<file path="src/rtl/stack_pkg.sv">
// rtl/stack_pkg.sv - shared command/state encodings and flag layout for the stack sequencer
package stack_pkg;

  localparam logic [2:0] CMD_NOP  = 3'd0;
  localparam logic [2:0] CMD_PUSH = 3'd1;
  localparam logic [2:0] CMD_POP  = 3'd2;
  localparam logic [2:0] CMD_CALL = 3'd3;
  localparam logic [2:0] CMD_RET  = 3'd4;
  localparam logic [2:0] CMD_INT  = 3'd5;
  localparam logic [2:0] CMD_RTI  = 3'd6;

  localparam int FLAG_Z = 15;
  localparam int FLAG_N = 14;
  localparam int FLAG_C = 13;

  typedef enum logic [2:0] {
    ST_IDLE,
    ST_PUSH_PC_LO,
    ST_PUSH_FLAGS,
    ST_POP_PC_LO,
    ST_POP_PC_HI
  } state_e;

  function automatic logic [15:0] flags_word(input logic [2:0] znc);
    logic [15:0] w;
    w = '0;
    w[FLAG_Z] = znc[2];
    w[FLAG_N] = znc[1];
    w[FLAG_C] = znc[0];
    return w;
  endfunction

endpackage

</file>
<file path="src/rtl/stack_pointer.sv">
// rtl/stack_pointer.sv - stack pointer register with inc/dec and SP/SP+1 address outputs
module stack_pointer
  import stack_pkg::*;
#(
  parameter int                ADDR_W   = 16,
  parameter logic [ADDR_W-1:0] SP_RESET = 16'h07FF
) (
  input  logic              i_clk,
  input  logic              i_reset,
  input  logic              i_inc,
  input  logic              i_dec,
  output logic [ADDR_W-1:0] o_sp,
  output logic [ADDR_W-1:0] o_sp_plus1
);

  logic [ADDR_W-1:0] sp_q, sp_d;

  always_comb begin
    sp_d = sp_q;
    if (i_inc)      sp_d = sp_q + ADDR_W'(1);
    else if (i_dec) sp_d = sp_q - ADDR_W'(1);
  end

  always_ff @(posedge i_clk) begin
    if (i_reset) sp_q <= SP_RESET;
    else         sp_q <= sp_d;
  end

  assign o_sp       = sp_q;
  assign o_sp_plus1 = sp_q + ADDR_W'(1);

endmodule

</file>
<file path="src/rtl/stack_sequencer.sv">
// rtl/stack_sequencer.sv - sequences single- and multi-word stack traffic onto the data-memory port
module stack_sequencer
  import stack_pkg::*;
#(
  parameter int                ADDR_W   = 16,
  parameter logic [ADDR_W-1:0] SP_RESET = 16'h07FF
) (
  input  logic              i_clk,
  input  logic              i_reset,
  input  logic [2:0]        i_cmd,
  input  logic [15:0]       i_data,
  input  logic [31:0]       i_pc,
  input  logic [2:0]        i_flags,
  input  logic [15:0]       i_mem_read_data,
  output logic [ADDR_W-1:0] o_mem_address,
  output logic [15:0]       o_mem_write_data,
  output logic              o_mem_read,
  output logic              o_mem_write,
  output logic              o_stall,
  output logic [15:0]       o_pop_data,
  output logic              o_pop_valid,
  output logic [31:0]       o_pc_new,
  output logic              o_pc_valid,
  output logic [2:0]        o_flags,
  output logic              o_flags_valid,
  output logic [ADDR_W-1:0] o_sp
);

  state_e      state_q, state_d;
  logic [15:0] pc_lo_q, pc_lo_d;
  logic [15:0] push_pc_lo_q, push_pc_lo_d;
  logic [2:0]  flags_q, flags_d;
  logic        is_int_q, is_int_d;
  logic        sp_inc, sp_dec;
  logic [ADDR_W-1:0] sp, sp_plus1;

  stack_pointer #(.ADDR_W(ADDR_W), .SP_RESET(SP_RESET)) u_sp (
    .i_clk      (i_clk),
    .i_reset    (i_reset),
    .i_inc      (sp_inc),
    .i_dec      (sp_dec),
    .o_sp       (sp),
    .o_sp_plus1 (sp_plus1)
  );

  assign o_sp = sp;

  always_comb begin
    state_d          = state_q;
    pc_lo_d          = pc_lo_q;
    push_pc_lo_d     = push_pc_lo_q;
    flags_d          = flags_q;
    is_int_d         = is_int_q;
    sp_inc           = 1'b0;
    sp_dec           = 1'b0;
    o_mem_address    = sp;
    o_mem_write_data = '0;
    o_mem_read       = 1'b0;
    o_mem_write      = 1'b0;
    o_stall          = 1'b0;
    o_pop_data       = '0;
    o_pop_valid      = 1'b0;
    o_pc_new         = '0;
    o_pc_valid       = 1'b0;
    o_flags          = '0;
    o_flags_valid    = 1'b0;

    unique case (state_q)
      ST_IDLE: begin
        // Later cycles of CALL/INT use only these copies, not the live inputs.
        push_pc_lo_d = i_pc[15:0];
        flags_d      = i_flags;
        case (i_cmd)
          CMD_PUSH: begin
            o_mem_write      = 1'b1;
            o_mem_write_data = i_data;
            sp_dec           = 1'b1;
          end
          CMD_POP: begin
            o_mem_read    = 1'b1;
            o_mem_address = sp_plus1;
            o_pop_valid   = 1'b1;
            o_pop_data    = i_mem_read_data;
            sp_inc        = 1'b1;
          end
          CMD_CALL, CMD_INT: begin
            o_mem_write      = 1'b1;
            o_mem_write_data = i_pc[31:16];
            sp_dec           = 1'b1;
            o_stall          = 1'b1;
            is_int_d         = (i_cmd == CMD_INT);
            state_d          = ST_PUSH_PC_LO;
          end
          CMD_RET: begin
            o_mem_read    = 1'b1;
            o_mem_address = sp_plus1;
            pc_lo_d       = i_mem_read_data;
            sp_inc        = 1'b1;
            o_stall       = 1'b1;
            state_d       = ST_POP_PC_HI;
          end
          CMD_RTI: begin
            o_mem_read    = 1'b1;
            o_mem_address = sp_plus1;
            o_flags_valid = 1'b1;
            o_flags       = {i_mem_read_data[FLAG_Z], i_mem_read_data[FLAG_N], i_mem_read_data[FLAG_C]};
            sp_inc        = 1'b1;
            o_stall       = 1'b1;
            state_d       = ST_POP_PC_LO;
          end
          default: ;
        endcase
      end
      ST_PUSH_PC_LO: begin
        o_mem_write      = 1'b1;
        o_mem_write_data = push_pc_lo_q;
        sp_dec           = 1'b1;
        o_stall          = is_int_q;
        state_d          = is_int_q ? ST_PUSH_FLAGS : ST_IDLE;
      end
      ST_PUSH_FLAGS: begin
        o_mem_write      = 1'b1;
        o_mem_write_data = flags_word(flags_q);
        sp_dec           = 1'b1;
        state_d          = ST_IDLE;
      end
      ST_POP_PC_LO: begin
        o_mem_read    = 1'b1;
        o_mem_address = sp_plus1;
        pc_lo_d       = i_mem_read_data;
        sp_inc        = 1'b1;
        o_stall       = 1'b1;
        state_d       = ST_POP_PC_HI;
      end
      ST_POP_PC_HI: begin
        o_mem_read    = 1'b1;
        o_mem_address = sp_plus1;
        o_pc_valid    = 1'b1;
        o_pc_new      = {i_mem_read_data, pc_lo_q};
        sp_inc        = 1'b1;
        state_d       = ST_IDLE;
      end
      default: state_d = ST_IDLE;
    endcase

    // Reset suppresses every side effect in the cycle it is asserted.
    if (i_reset) begin
      sp_inc           = 1'b0;
      sp_dec           = 1'b0;
      o_mem_write_data = '0;
      o_mem_read       = 1'b0;
      o_mem_write      = 1'b0;
      o_stall          = 1'b0;
      o_pop_data       = '0;
      o_pop_valid      = 1'b0;
      o_pc_new         = '0;
      o_pc_valid       = 1'b0;
      o_flags          = '0;
      o_flags_valid    = 1'b0;
    end
  end

  always_ff @(posedge i_clk) begin
    if (i_reset) begin
      state_q      <= ST_IDLE;
      pc_lo_q      <= '0;
      push_pc_lo_q <= '0;
      flags_q      <= '0;
      is_int_q     <= 1'b0;
    end else begin
      state_q      <= state_d;
      pc_lo_q      <= pc_lo_d;
      push_pc_lo_q <= push_pc_lo_d;
      flags_q      <= flags_d;
      is_int_q     <= is_int_d;
    end
  end

endmodule

</file>
<file path="config.mk">
export PLATFORM = sky130hd
export DESIGN_NAME = stack_sequencer
export DESIGN_NICKNAME = d
export VERILOG_FILES = /design/src/rtl/stack_pkg.sv /design/src/rtl/stack_pointer.sv /design/src/rtl/stack_sequencer.sv
export SDC_FILE = /design/constraint.sdc
export NUM_CORES = 1
export LEC_CHECK = 0
export CAP_MARGIN = 30
export CORE_AREA = 8 8 100 102
export DETAILED_ROUTE_END_ITERATION = 8
export DIE_AREA = 0 0 108 110
export PLACE_DENSITY = 0.82
export RECOVER_POWER = 50
export SYNTH_ARGS = -nofsm -noshare
export SYNTH_HDL_FRONTEND = slang
export SYNTH_SLANG_ARGS = --single-unit
</file>
<file path="constraint.sdc">
create_clock -name i_clk -period 3.5 [get_ports i_clk]
set_input_delay 0.7 -clock i_clk [delete_from_list [all_inputs] [get_ports i_clk]]
set_output_delay 0.7 -clock i_clk [all_outputs]
set_load 0.01 [all_outputs]
</file>
==> run_results.csv <==
group,metric,value,unit
die,start_util,42.24,%
pwr,worst_ir_drop_vdd,179.0,uV
pwr,power_density,330.2,nW/um^2
clock_tree,numCtsBuffers,5,
die,die_h,110,um
die,io_pins,177,
synth,ys_seq_area_share,30.79,%
pwr,switching_share,34.81,%
pwr,combPwrFrac,40.4,%
pwr,power,1882,uW
clock_tree,cts_root_buf,"clkbuf_8",
synth,synth_cells,463,
critical_path,slowest_delay,0.55,ns
synth,synth_largest_area_cell,"dfxtp_1",
final_layout,final_common_cell,"clkdlybuf4s50_1",
synth,synth-edff-count,0,
grt,antenna_found_initial,0,
final_layout,stdcell_count,746,
sta,max_freq,286.1,MHz
place,placedCellCount,735,
final_layout,drive_gt1_share,9.248,%
place,dp_hpwl,9812,um
drt,first_iter_violations,284,
drt,vias,4150,
drt,routed_wl,12800,um
run_status,outcome,"finished, final reports clean",
critical_path,slowest_stage,"clkdlybuf4s50_1",
clock_tree,cts.sinks,55,
sta,relSlewSlack,59.19,%
critical_path,r2r-end,"u_sp.o_sp[9]",
clock_tree,clk_pin_slew_worst_paths,0.10,ns
final_layout,layout_common_cells,"152 x clkdlybuf4s50_1, 62 x nand2_1, 55 x dfxtp_1",
die,design.die.area,11880,sq um
sta,hold_viol,0,
grt,globalRouteOverflowTotal,0,
synth,yosysTopAreaCellShare,30.79,%
critical_path,critPathCaptureType,"output port",
die,row_count,34,
final_layout,fin_nets,712,
grt,grt_max_degree,34,
synth,syn_area,3576,sq um
synth,synth_seq_cells,55,
critical_path,worstPathArrival,2.80,ns
critical_path,cp-start-kind,"input port",
pwr,clkPwrFrac,19.2,%
final_layout,syn_to_final_growth,59.38,%
pwr,power.switching,655.2,uW
grt,grt_use_total,19.78,%
synth,ys_warn_count,0,
drt,postRouteAntennaNets,0,
drt,first_pass_iters,5,
clock_tree,clkLatencyLatePin,0.31,ns
critical_path,r2r_setup_slack,1.19,ns
critical_path,crit_end,"o_mem_write_data[3]",
sta,drv_slew,0,
sta,rsz0062_at_grt,"yes",
synth,syn_nets,537,
synth,synth.area.top_cells,"dfxtp_1 31%, and2_1 8.9%, nand2_1 6.5%, nor2_1 5.8%, mux2i_1 5.6%",
critical_path,required,2.80,ns
run,maxCapViolations,0,
critical_path,ff2ff_path_depth,6,
sta,finClkSkew,0.006804,ns
synth,yosys_most_used_dff,"dfxtp_1",
drt,drc,0,
critical_path,crit_type,"in -> out",
critical_path,worstReg2RegStart,"state_q[1]",
pwr,power_frac_seq,40.5,%
grt,grt_pass1_vias,4002,
final_layout,antennaDiodeCount,0,
sta,setup_viol,0,
clock_tree,cts_buffer_depth,2,
pwr,p_leak,0.002375,uW
synth,synthArstFlopShare,0,%
sta,timing.hold.ws,0.4677,ns
critical_path,crit_chain,"clkdlybuf4s50_1 > buf_4 > buf_4 > nand3b_1 > nor2_2 > buf_4 > a222oi_1 > nor2_1 > clkdlybuf4s50_1",
grt,grt_first_pass_wirelength,19290,um
die,die_w,108,um
critical_path,critPathMaxFanout,9,
place,place_congestion,0.8850,
synth,syn_area_per_cell,7.723,sq um
clock_tree,tritoncts,"yes",
synth,synthDistinctLibCells,62,
critical_path,cpMostUsedCell,"buf_4",
clock_tree,h-tree-depth,2,
drt,viasPerCell,5.563,
sta,worst_pin_slew,0.6058,ns
die,core_area,8466,sq um
critical_path,startpoint,"i_cmd[2]",
pwr,p_int,1227,uW
sta,fin_crit,3.495,ns
worst_hold_path,worstHoldPathType,"reg -> reg",
place,port_buffers,176,
sta,finalCritPeriodShare,99.87,%
drt,wl_per_cell,17.15,um
-- power by group through the flow --
| stage | logic, uW | clock network, uW | registers, uW |
|---|---|---|---|
| 6_report | 759 | 361 | 761 |
| 5_1_grt | 811 | 392 | 769 |
| 3_3_place_gp | 738 | 0 | 770 |
| 2_1_floorplan | 425 | 0 | 736 |
| 3_5_place_dp | 754 | 0 | 772 |
| 4_1_cts | 753 | 368 | 758 |
-- worst min-delay path by stage --
stage | startpoint | slack [ns] | cells after the start | to
floorplan | push_pc_lo_q[0] | 0.44 | 2 | push_pc_lo_q[0]
global placement | push_pc_lo_q[4] | 0.45 | 2 | push_pc_lo_q[4]
detailed placement | push_pc_lo_q[9] | 0.45 | 2 | push_pc_lo_q[9]
CTS | push_pc_lo_q[9] | 0.46 | 2 | push_pc_lo_q[9]
global route | push_pc_lo_q[5] | 0.49 | 2 | push_pc_lo_q[5]
finish | push_pc_lo_q[5] | 0.47 | 2 | push_pc_lo_q[5]
-- sequential cells by signal (all words and copies together), names as in the netlist --
name          flops
is_int_q          1
pc_lo_q          16
flags_q           3
u_sp.o_sp        16
state_q           3
push_pc_lo_q     16
-- cell families after synthesis --
| family | count (synthesis) | synth area share, % |
|---|---|---|
| AOI/OAI and AO/OA | 85 | 17.98 |
| xor gates and xnor gates | 21 | 5.144 |
| adders and majority gates | 2 | 0.6997 |
| buffers and inverters | 48 | 6.473 |
| DFF | 55 | 30.79 |
| muxes | 20 | 5.598 |
| and+or+nand+nor | 232 | 33.31 |
-- cell usage after synthesis, drive strengths merged, types with 3 or more instances --
library cell	n
dfxtp	55
nand3b	4
a21boi	3
a222oi	13
nand4	6
nor2b	6
o211ai	3
a22oi	3
xor2	8
mux2i	20
a21oi	26
nor3	19
o21ai	7
o22ai	3
and2	51
nand2	62
clkbuf	20
nand3	8
buf	20
inv	8
and4	4
nor4	4
a221oi	3
xnor2	13
nor2	56
or3	4
-- layer usage --
metal	GRT usage [%]	part of all wire [%]	routed length, um	up-vias
met5	0	0	0	-
met4	7.532	2.8	354	0
met3	7.500	11	1416	41
li1	-	-	-	1972
met2	35.00	49	6275	215
met1	20.91	37	4749	1922
-- per-stage QoR --
stage	cell area, sq um	setup slack, ns	setup TNS, ns	util (%)
after floorplan	3576	0.8999	0	-
after global placement	5519	-0.02913	-0.06877	65.19
after detailed placement	5519	-0.07186	-0.1893	65.19
after CTS	5614	0.007128	0	66.32
after global routing	5699	-0.06603	-0.4036	67.32
final	5699	0.004573	0	67.32
-- what timing repair did --
action | in CTS | in global routing
gates cloned | 0 | 1
pin swaps | 1 | 2
gates resized for setup | 10 | 24
endpoints found under the setup margin | 9 | 24
hold buffers | 0 | 0
setup buffers | 0 | 3
-- critical path: cells and delay by family --
family          cells  cell delay [ns]
simple gates        3             0.45
compound gates      1             0.10
buf+inv             5             1.54
-- layout make-up --
type	instances	area, sq um
timing repair buffer	208	2062
tap	108	135.1
multi-input combinational	360	2283
inverter	8	30.03
fill	683	2766
clock buffer	6	82.58
clock inverter	1	5.005
sequential	55	1101
Note: power is estimated with default switching activity, not from simulation.
